**src/rtl/reset_release_sequencer.sv**
```systemverilog
// ---------------------------------------------------------------------------
// reset_release_sequencer
//
// Releases NUM_STAGES downstream reset domains one at a time, in index order.
// Stage k+1 leaves reset only once stage k has reported ready. The sequence
// starts when the PLL lock is qualified. It aborts and restarts on lock loss,
// on a software request, or when a running stage drops its ready. A stage
// that never reports ready is flagged as a timeout, and the block parks in
// ERROR until software asks for a restart.
//
// Ports
//   clk            single clock, all logic on the rising edge
//   reset_n        asynchronous active-low reset (fabric reset)
//   pll_lock       raw PLL lock flag, asynchronous to clk
//   sw_rst_req     one-cycle restart request, synchronous to clk
//   stage_ready    per-stage ready levels, asynchronous to clk
//   stage_reset_n  per-stage active-low resets, registered
//   all_ready      every stage released and ready (RUN), registered
//   timeout_err    sticky timeout flag, registered
//   fail_stage     index of the stage that timed out, registered
//   dbg_state      current FSM state encoding, for observation only
//
// stage_ready is a level, not a handshake: a stage is considered up while
// its synchronized ready is high, and no acknowledge is returned.
// ---------------------------------------------------------------------------
module reset_release_sequencer #(
    parameter int NUM_STAGES     = 4,
    parameter int DELAY_CYCLES   = 16,
    parameter int TIMEOUT_CYCLES = 1024,
    parameter int LOCK_FILTER    = 8
) (
    input  logic                  clk,
    input  logic                  reset_n,
    input  logic                  pll_lock,
    input  logic                  sw_rst_req,
    input  logic [NUM_STAGES-1:0] stage_ready,
    output logic [NUM_STAGES-1:0] stage_reset_n,
    output logic                  all_ready,
    output logic                  timeout_err,
    output logic [((NUM_STAGES > 1) ? $clog2(NUM_STAGES) : 1)-1:0] fail_stage,
    output logic [2:0]            dbg_state
);

    localparam int IW = (NUM_STAGES > 1) ? $clog2(NUM_STAGES) : 1;
    localparam int DW = $clog2(DELAY_CYCLES + 1);
    localparam int TW = $clog2(TIMEOUT_CYCLES + 1);
    localparam int LW = $clog2(LOCK_FILTER + 1);

    typedef enum logic [2:0] {
        S_IDLE       = 3'd0,
        S_RELEASE    = 3'd1,
        S_WAIT_READY = 3'd2,
        S_RUN        = 3'd3,
        S_ERROR      = 3'd4
    } state_t;

    state_t                state_q, state_d;

    logic                  lock_s1, lock_s2;
    logic [NUM_STAGES-1:0] rdy_s1, rdy_s2;
    logic [LW-1:0]         lock_cnt_q, lock_cnt_d;
    logic                  lock_q;
    logic                  lock_ok;

    logic [IW-1:0]         idx_q, idx_d;
    logic [DW-1:0]         dly_q, dly_d;
    logic [TW-1:0]         tmo_q, tmo_d;
    logic [NUM_STAGES-1:0] srn_q, srn_d;
    logic                  ar_q, ar_d;
    logic                  te_q, te_d;
    logic [IW-1:0]         fs_q, fs_d;
    logic                  abort;

    // ------------------------------------------------------------------
    // Input synchronizers and lock qualification
    // ------------------------------------------------------------------
    always_ff @(posedge clk or negedge reset_n) begin
        if (!reset_n) begin
            lock_s1    <= 1'b0;
            lock_s2    <= 1'b0;
            rdy_s1     <= '0;
            rdy_s2     <= '0;
            lock_cnt_q <= '0;
            lock_q     <= 1'b0;
        end else begin
            lock_s1    <= pll_lock;
            lock_s2    <= lock_s1;
            rdy_s1     <= stage_ready;
            rdy_s2     <= rdy_s1;
            lock_cnt_q <= lock_cnt_d;
            lock_q     <= lock_ok;
        end
    end

    // lock_ok is the value lock_q takes at the coming edge. The FSM acts on
    // it directly so that qualification and the first release share an
    // edge, and a lock drop aborts on the first edge the synced value is low.
    always_comb begin
        lock_ok    = lock_s2 && (lock_q || (lock_cnt_q == LW'(LOCK_FILTER - 1)));
        lock_cnt_d = lock_cnt_q;
        if (!lock_s2) begin
            lock_cnt_d = '0;
        end else if (!lock_ok) begin
            lock_cnt_d = lock_cnt_q + LW'(1);
        end
    end

    // ------------------------------------------------------------------
    // Sequencer FSM: state and every output are registered here
    // ------------------------------------------------------------------
    always_ff @(posedge clk or negedge reset_n) begin
        if (!reset_n) begin
            state_q <= S_IDLE;
            idx_q   <= '0;
            dly_q   <= '0;
            tmo_q   <= '0;
            srn_q   <= '0;
            ar_q    <= 1'b0;
            te_q    <= 1'b0;
            fs_q    <= '0;
        end else begin
            state_q <= state_d;
            idx_q   <= idx_d;
            dly_q   <= dly_d;
            tmo_q   <= tmo_d;
            srn_q   <= srn_d;
            ar_q    <= ar_d;
            te_q    <= te_d;
            fs_q    <= fs_d;
        end
    end

    // Software request outranks lock loss; both outrank timeout and advance.
    assign abort = ((state_q == S_RELEASE) || (state_q == S_WAIT_READY) || (state_q == S_RUN))
                   && (sw_rst_req || !lock_ok);

    always_comb begin
        state_d = state_q;
        idx_d   = idx_q;
        dly_d   = dly_q;
        tmo_d   = tmo_q;
        srn_d   = srn_q;
        ar_d    = ar_q;
        te_d    = te_q;
        fs_d    = fs_q;

        if (sw_rst_req) begin
            te_d = 1'b0;
            fs_d = '0;
        end

        if (abort) begin
            state_d = S_IDLE;
            idx_d   = '0;
            srn_d   = '0;
            ar_d    = 1'b0;
        end else begin
            case (state_q)
                S_IDLE: begin
                    idx_d = '0;
                    srn_d = '0;
                    ar_d  = 1'b0;
                    if (lock_ok) begin
                        srn_d[0] = 1'b1;
                        dly_d    = '0;
                        state_d  = S_RELEASE;
                    end
                end
                S_RELEASE: begin
                    if (dly_q == DW'(DELAY_CYCLES - 1)) begin
                        tmo_d   = '0;
                        state_d = S_WAIT_READY;
                    end else begin
                        dly_d = dly_q + DW'(1);
                    end
                end
                S_WAIT_READY: begin
                    // The last counted cycle times out even if ready arrives with it.
                    if (tmo_q == TW'(TIMEOUT_CYCLES - 1)) begin
                        te_d    = 1'b1;
                        fs_d    = idx_q;
                        srn_d   = '0;
                        state_d = S_ERROR;
                    end else if (rdy_s2[idx_q]) begin
                        if (idx_q == IW'(NUM_STAGES - 1)) begin
                            ar_d    = 1'b1;
                            state_d = S_RUN;
                        end else begin
                            idx_d        = idx_q + IW'(1);
                            srn_d[idx_d] = 1'b1;
                            dly_d        = '0;
                            state_d      = S_RELEASE;
                        end
                    end else begin
                        tmo_d = tmo_q + TW'(1);
                    end
                end
                S_RUN: begin
                    if (!(&rdy_s2)) begin
                        idx_d   = '0;
                        srn_d   = '0;
                        ar_d    = 1'b0;
                        state_d = S_IDLE;
                    end
                end
                S_ERROR: begin
                    srn_d = '0;
                    ar_d  = 1'b0;
                    if (sw_rst_req) begin
                        idx_d   = '0;
                        state_d = S_IDLE;
                    end
                end
                default: begin
                    idx_d   = '0;
                    srn_d   = '0;
                    ar_d    = 1'b0;
                    state_d = S_IDLE;
                end
            endcase
        end
    end

    assign stage_reset_n = srn_q;
    assign all_ready     = ar_q;
    assign timeout_err   = te_q;
    assign fail_stage    = fs_q;
    assign dbg_state     = state_q;

endmodule

```
**config.mk**
```make
export PLATFORM = sky130hd
export DESIGN_NAME = reset_release_sequencer
export DESIGN_NICKNAME = d
export VERILOG_FILES = /design/src/rtl/reset_release_sequencer.sv
export SDC_FILE = /design/constraint.sdc
export NUM_CORES = 1
export LEC_CHECK = 0
export ABC_AREA = 1
export CAP_MARGIN = 5
export CORE_UTILIZATION = 50
export DETAILED_ROUTE_END_ITERATION = 12
export GPL_TIMING_DRIVEN = 0
export PLACE_DENSITY = 0.83
export SLEW_MARGIN = 10
export SYNTH_ARGS = -nofsm -noshare
export SYNTH_HDL_FRONTEND = slang
export SYNTH_SLANG_ARGS = --single-unit
export TNS_END_PERCENT = 50
```
**constraint.sdc**
```tcl
create_clock -name clk -period 1.5 [get_ports clk]
set_input_delay 0.45 -clock clk [delete_from_list [all_inputs] [get_ports clk]]
set_output_delay 0.45 -clock clk [all_outputs]
set_load 0.05 [all_outputs]
```
* Word-level counts from Yosys, hierarchy flattened
Index checks and enable logic that the tools add are counted.
W data, S select, Z words.
** Operators by class
- Add/subtract/negate cells :: 4
- Magnitude comparators :: 3
- Equality and inequality tests :: 27
- Mux-type cells :: 53
- Bitwise gates (word level) :: 2
- Reductions and logical operators :: 18
** Operators by type and width (count)
- $mux W11 :: 3
- $mux W4 :: 7
- $mux W5 :: 5
- $mux W2 :: 11
- $pmux W11 S2 :: 1
- $mux W3 :: 7
- $pmux W4 S4 :: 1
- $ne A3 B3 Y1 const B :: 5
- $pmux W3 S5 :: 1
- $pmux W5 S3 :: 1
- $reduce_and A5 Y1 :: 3
- $ne A2 B2 Y1 const B :: 7
- $mux W1 :: 12
- $add A11 B1 Y11 const B :: 1
- $eq A11 B10 Y1 const B :: 1
- $ne A3 B2 Y1 const B :: 3
- $pmux W2 S4 :: 1
- $reduce_and A4 Y1 :: 2
- $reduce_and A7 Y1 :: 1
- $eq A3 B2 Y1 const B :: 2
- $lt A2 B3 Y1 const B :: 2
- $reduce_and A6 Y1 :: 1
- $add A5 B1 Y5 const B :: 1
- $eq A5 B4 Y1 const B :: 1
- 21 further kinds :: 27
** Word-level totals
- Bits in registers :: 44
- Bits of input ports :: 8
- Output and inout bits :: 11
- Word-level logic and storage cells :: 121

* Logic depth before layout (Yosys ltp)
Gate-level depths: netlist of run 1.
- Depth after elaboration :: 11
- Gate-level depth with buffers :: 11
- Depth with buffers taken out :: 11

* Worst setup path before layout of run 1
No wires, ideal clock.
- Path type :: register to register
- Start :: register state_q[0], in the netlist dbg_state[0]
- End :: register idx_q[0]
- Library setup time :: 117 ps
- Arrival :: 1610 ps
- Required time :: 1383 ps
- Slack :: -227 ps
- Cell stages (with the launch flop) :: 9
- Buffers on the path :: 1
- Clock period less this slack :: 1727 ps
- Cell sequence :: dfrtp_1 inv_1 nand3_4 buf_6 nor2_1 o21ai_2 nand3_1 nand2_1 nand2_1
** Between the ends
- Longest elaborated chain between the ends :: 6
- Elaborated cells between the ends (all ways) :: 16
- Those cells by class :: eq/ne: 10; mux: 2; reduce/logical: 4
** RTL lines
- start: declaration :: RTL line 57 : state_t state_q, state_d;
- start signal: assignment :: RTL line 122 : state_q <= state_d;
- $eq A3 B1 Y1 / $eq A3 B2 Y1 (equally long branches) :: RTL line 134, 158
- $logic_or A1 B1 Y1 (2 in a row) :: RTL line 134 : assign abort = ((state_q == S_RELEASE) || (state_q == S_WAIT_READY) || (state_q == S_RUN))
- $logic_and A1 B1 Y1 :: RTL line 135 : && (sw_rst_req || !lock_ok);
- $ne A3 B3 Y1 (no source line) (tied with other cells)
- $reduce_and A6 Y1 (no source line)
- end signal: assignment :: RTL line 123 : idx_q <= idx_d;
- end: declaration :: RTL line 65 : logic [IW-1:0] idx_q, idx_d;
Several ways; a longest one is shown, not always the timed one.
A chain may end at the register's enable or synchronous reset.

* Worst setup path in the final report of run 1
- Start :: register dly_q[1]
- End :: register state_q[1], in the netlist dbg_state[1]
** Between the ends
- Longest elaborated chain between the ends :: 3
** RTL lines
- start: declaration :: RTL line 66 : logic [DW-1:0] dly_q, dly_d;
- start signal: assignment :: RTL line 124 : dly_q <= dly_d;
- $eq A5 B4 Y1 :: RTL line 170 : if (dly_q == DW'(DELAY_CYCLES - 1)) begin
- $ne A3 B2 Y1 (no source line)
- $reduce_and A5 Y1 (no source line)
Every way passes these cells.

==> results of run 1 <==
[state kept, by name, summed over array words and instances, names as in the netlist]
name	flops
idx_q	2
fail_stage	2
lock_s1	1
rdy_s1	4
lock_s2	1
rdy_s2	4
stage_reset_n	4
lock_cnt_q	4
timeout_err	1
all_ready	1
lock_q	1
dbg_state	3
tmo_q	11
dly_q	5
[stage by stage]
| step | power (W) | setup TNS (ns) | setup slack (ns) | instances | utilization |
|---|---|---|---|---|---|
| after floorplan | 0.00242 | -0.0112 | -0.0104 | 294 | - |
| after global placement | 0.00271 | -63.03 | -1.32 | 364 | 0.595 |
| after detailed placement | 0.00274 | -12.24 | -0.459 | 365 | 0.598 |
| after CTS | 0.00376 | -0.839 | -0.0793 | 384 | 0.648 |
| after global routing | 0.00428 | -4.37 | -0.233 | 396 | 0.683 |
| final | 0.00407 | -1.81 | -0.132 | 396 | 0.683 |
[kinds of logic after synthesis]
kind of cell | count (synthesis) | synth area share
AOI/OAI and AO/OA | 24 | 0.0588
buffers and inverters | 31 | 0.0552
xor gates and xnor gates | 9 | 0.0325
adders and majority gates | 8 | 0.0412
and+or+nand+nor | 178 | 0.359
DFF | 44 | 0.454
[metal layers]
layer	GRT usage	wire, um	part of all wire
met4	0.113	99	0.018
met2	0.367	2710	0.50
met1	0.280	2360	0.44
met3	0.0506	214	0.040
met5	0	0	0
[cell type report]
type	instances	area, um2
plain buffers	2	22.5
fillers	345	1430
flip-flops and latches	44	1110
inverters	29	114
clock inverters	3	46.3
clock buffers	5	68.8
well taps	52	65.1
repair buffers	42	354
multi-input cells	219	1300
[Yosys cell counts (5+ instances only)]
cell and instances:
nand2_1 92, nor2_1 32, nand3_1 19, ha_1 8, nand2_2 5, xor2_1 7
inv_1 24, nor2_4 6, dfrtp_1 44, o21ai_0 11, nand4_1 8
[critical path, cell delays in order (launching register included)]
cell	delay (ns)
dfrtp_1	0.40
ha_2	0.20
nand2_2	0.08
nor2_2	0.04
ha_2	0.18
nor2_2	0.12
inv_2	0.05
buf_6	0.11
nor2_4	0.13
nor2_4	0.06
nand3_2	0.08
o21ai_0	0.08
[worst max path at each step]
stage,endpoint,slack (ns),cells after the start,from
6_report,dbg_state[1],-0.13,11,dly_q[1]
3_5_place_dp,stage_reset_n[3],-0.46,9,sw_rst_req
4_1_cts,tmo_q[2],-0.08,11,dly_q[1]
3_3_place_gp,dbg_state[1],-1.32,1,reset_n
5_1_grt,dbg_state[0],-0.23,12,dly_q[1]
2_1_floorplan,stage_reset_n[0],-0.01,10,tmo_q[0]
[power by group through the flow]
| stage | Combinational, W | Clock (W) | Sequential, W |
|---|---|---|---|
| 6_report | 0.00179 | 0.000923 | 0.00136 |
| 5_1_grt | 0.00193 | 0.000985 | 0.00137 |
| 4_1_cts | 0.00146 | 0.000941 | 0.00136 |
| 3_5_place_dp | 0.00136 | 0 | 0.00138 |
| 3_3_place_gp | 0.00133 | 0 | 0.00138 |
| 2_1_floorplan | 0.000940 | 0 | 0.00148 |
[timing repair]
action / CTS / global route
buffers inserted: 11 / 11
endpoints found under the setup margin: 40 / 31
resized for setup: 71 / 29
gates cloned: 0 / 1
pin swaps: 10 / 14
==> impl_results.md, run 1 <==
* Outcome: finished with violations
* Failing checks: setup timing
* Peak supply drop at 0.000861 V
* CTS clk-pin slew, worst paths at 0.09 ns
* Via count at 2,113
* Most frequent cells in the layout: nand2_1, dfrtp_1, nor2_1
* Most common cell after layout, fill and taps aside: nand2_1
* CORE AREA at 0.00450 mm2
* GPL Wtd Cong at 0.837
* Count of final setup violators at 25
* Largest area contributor in the netlist: dfrtp_1
* Clock Latency Late Sink at 0.30 ns
* Power Density at 1320 mW/mm2
* Total track usage at 0.224
* Area Overhead vs Synth at 26.8%
* Largest net degree at the start of global routing at 33
* Synthesized instance count at 294
* Clk pwr share at 0.227
* Row cnt at 24
* Psw at 0.00164 W
* Tmin final at 1.63 ns
* Crit path kind: flip-flop to flip-flop
* Synth top area cells: dfrtp_1, nand2_1, nor2_1
* Reg2Reg Depth at 11
* Remaining DRCs at 0
* Final Max Slew Viols at 0
* Post-synth cell types at 29
* Via count of the first global-routing pass at 2,059
* Boundary pin count at 19
* Sequential power share at 0.334
* Synthesized area at 0.00243 mm2
* RSZ-0062 raised after global routing: yes
* Clk sink count at 44
* Synth Flop Type: dfrtp_1
* Clock root cell: clkbuf_8
* Post-DP HPWL at 3.38 mm
* Tcrit/Tclk final at 1.09
* DRT Wirelength at 5.38 mm
* Ys async rst share at 1.00
* CP startpoint kind: flip-flop
* Initial core utilization at 0.539
* Initial antenna violation count at 0
* Fin. Hold Viols at 0
* Placed Area at 0.00269 mm2
* CTS Buf Count at 5
* CTS tree: yes
* Crit-path max FO at 4
* Total die area at 0.00514 mm2
* IO buf count at 18
* Sequential share of the synthesized area at 0.454
* Hold Buf Count CTS at 0
* Vias per cell at 5.34
* Fin nets at 359
* First-pass GRT wire length at 8.91 mm
* Switching share of power at 0.404
* Die Y-Extent at 71.7 um
* Fmax at 613 MHz
* Iteration count of the initial detailed-routing pass at 4
* Drt wl/cell at 13.6 um
* H-tree depth at 2
* Antenna diode count at 0
* Yosys warns at 0
* Int Power at 0.00243 W
* Crit end category: flip-flop
* Reg-to-reg endpoint: dbg_state[1]
* Final ANT Viol Nets at 0
* Initial DRC Count at 93
* Fin area at 0.00308 mm2
* EDFF count, synth at 0
* Min-delay worst type: input port to async pin
* Clk_skew at 0.00426 ns
* Data required, critical path at 1.69 ns
* FF-to-FF setup slack at -0.13 ns
* Global route overflow at 0
* Combinational Power Share at 0.439
* Lkg Pwr at 1.49 nW
* RR Startpoint: dly_q[1]
* WHS at 0.0391 ns
* Worst Max-Slew Pin Slew at 0.345 ns
* Final WS setup at -0.132 ns
* Top cell type's share of synthesized area at 0.454
* Worst EP arrival at 1.82 ns
* Share of cells above drive strength 1 at 0.317
* Syn_nets at 310
* Max-cap viol count at 0
* Relative slew margins at 0.770
* Syn avg cell area at 8.26 um2
* Clk buf depth at 2
* Die width at 71.7 um
* Seq cells post-synth at 44
Power figures use the tool's default switching activity.
==> inputs of run 2 (changes only) <==
--- a/config.mk
+++ b/config.mk
@@ -9,7 +9,9 @@
 export CAP_MARGIN = 5
 export CORE_UTILIZATION = 50
 export DETAILED_ROUTE_END_ITERATION = 12
+export GPL_ROUTABILITY_DRIVEN = 0
 export GPL_TIMING_DRIVEN = 0
+export HOLD_SLACK_MARGIN = 0.15
 export PLACE_DENSITY = 0.83
 export SLEW_MARGIN = 10
 export SYNTH_ARGS = -nofsm -noshare
==> impl_results.md, run 2 (same netlist as run 1, synthesis figures left out) <==
* Tcrit/Tclk final at 1.09
* Fin. Hold Viols at 0
* Max-cap viol count at 0
* Boundary pin count at 19
* Via count at 2,111
* Clock root cell: clkbuf_8
* Slowest-stage cell, CP: dfrtp_1
* Crit path kind: flip-flop to flip-flop
* Fmax at 613 MHz
* Crit end category: flip-flop
* Min-delay worst type: flip-flop to flip-flop
* CP Cell Sequence: ha_2 > nand2_2 > nor2_2 > ha_2 > nor2_2 > inv_2 > buf_6 > nor2_4 > nor2_4 > nand3_2 > o21ai_0
* Biggest register: tmo_q
* CTS clk-pin slew, worst paths at 0.08 ns
* Met3 GRT Util at 0.0506
* Met2 Use GR at 0.367
* Drt wl/cell at 13.5 um
* Count of final setup violators at 25
* RSZ-0062 raised after global routing: yes
* Remaining DRCs at 0
* Failing checks: setup timing
* Worst EP arrival at 1.82 ns
* Relative slew margins at 0.769
* IO buf count at 18
* Die width at 71.7 um
* Most frequent cells in the layout: nand2_1, dfrtp_1, nor2_1
* Fin nets at 360
* Worst Max-Slew Pin Slew at 0.346 ns
* H-tree depth at 2
* WHS at 0.354 ns
* Cell family with most CP delay: simple AND/OR/NAND/NOR gates
* Global route overflow at 0
* Power Density at 1320 mW/mm2
* DRT Wirelength at 5.38 mm
* Outcome: finished with violations
* CP startpoint kind: flip-flop
* Lkg Pwr at 1.49 nW
* Final Max Slew Viols at 0
* Clk sink count at 44
* Data required, critical path at 1.69 ns
* Final WS setup at -0.132 ns
* Setup TNS at -1.84 ns
* Total track usage at 0.224
* Grt peak-use layer: met2
* Share of cells above drive strength 1 at 0.316
* Vias per cell at 5.32
* Initial antenna violation count at 0
* Row cnt at 24
* Iteration count of the initial detailed-routing pass at 4
* Clock Latency Late Sink at 0.30 ns
* Largest net degree at the start of global routing at 33
* CTS tree: yes
* Tmin final at 1.63 ns
* Die Y-Extent at 71.7 um
* Peak supply drop at 0.000861 V
* WP buf/inv at 2
* Max FFs per register at 11
* Total die area at 0.00514 mm2
* Slowest stage delay, CP at 0.40 ns
* Routing usage on met1 at 0.280
* Number of fillers in the final layout at 344
* Via count of the first global-routing pass at 2,059
* First-pass GRT wire length at 8.91 mm
* Initial core utilization at 0.539
* Area Overhead vs Synth at 27.2%
* CORE AREA at 0.00450 mm2
* Antenna diode count at 0
* Most common cell after layout, fill and taps aside: nand2_1
* CTS Buf Count at 5
* Crit-path max FO at 4
* Post-DP HPWL at 3.38 mm
* Initial DRC Count at 85
* Clk_skew at 0.00417 ns
* Clk buf depth at 2
* Final ANT Viol Nets at 0
* Biggest regs: tmo_q x11, dly_q x5
-- run 2: cell types whose count changed in the layout (fill, tap and decap cells not counted) --
cell           before  now
dlygate4sd3_1       0    1
-- run 2: routing by layer --
| layer | wire length [um] | vias up |
|---|---|---|
| met5 | 0 | - |
| met4 | 101 | 0 |
| met3 | 209 | 11 |
| met2 | 2700 | 59 |
| met1 | 2370 | 999 |
| li1 | - | 1042 |
-- run 2: layout make-up --
cell class,count,area [um2],area share
Multi-Input combinational cell,219,1300,0.421
Sequential cell,44,1110,0.359
Timing Repair Buffer,43,364,0.118
Inverter,29,114,0.0369
Clock buffer,5,68.8,0.0223
Tap cell,52,65.1,0.0211
Clock inverter,3,46.3,0.0150
Buffer,2,22.5,0.00729
-- run 2: final timing paths --
path / startpoint / end / slack (ns) / cells past startpoint
max: dly_q[1] / dbg_state[1] / -0.13 / 11
min: lock_s1 / lock_s2 / 0.35 / 0
max reg2reg: dly_q[1] / dbg_state[1] / -0.13 / 11
min reg2reg: lock_s1 / lock_s2 / 0.35 / 0
max in group asynchronous: reset_n / tmo_q[0] / 0.44 / 3
min in group asynchronous: reset_n / lock_cnt_q[3] / 0.57 / 2
-- run 2: per-stage QoR --
step           setup slack [ns]  utilization  cell area [um2]  std cells  total power [W]
4_1_cts                 -0.0793        0.650             2930        385          0.00376
3_3_place_gp              -1.32        0.595             2680        364          0.00271
2_1_floorplan           -0.0104            -             2430        294          0.00242
3_5_place_dp             -0.459        0.598             2690        365          0.00274
5_1_grt                  -0.233        0.686             3090        397          0.00429
6_report                 -0.132        0.686             3090        397          0.00407
-- run 2: repair_timing --
item / CTS / global route
setup buffers: 11 / 11
gates resized for setup: 71 / 29
hold buffers: 1 / 0
pin swaps: 10 / 14
cloned: 0 / 1
endpoints found under the setup margin: 40 / 31
hold endpoints to repair: 12 / 0
-- run 2: power by group --
group	internal [W]	switching, W
registers	0.00126	0.000103
logic	0.000669	0.00112
clock network	0.000501	0.000421
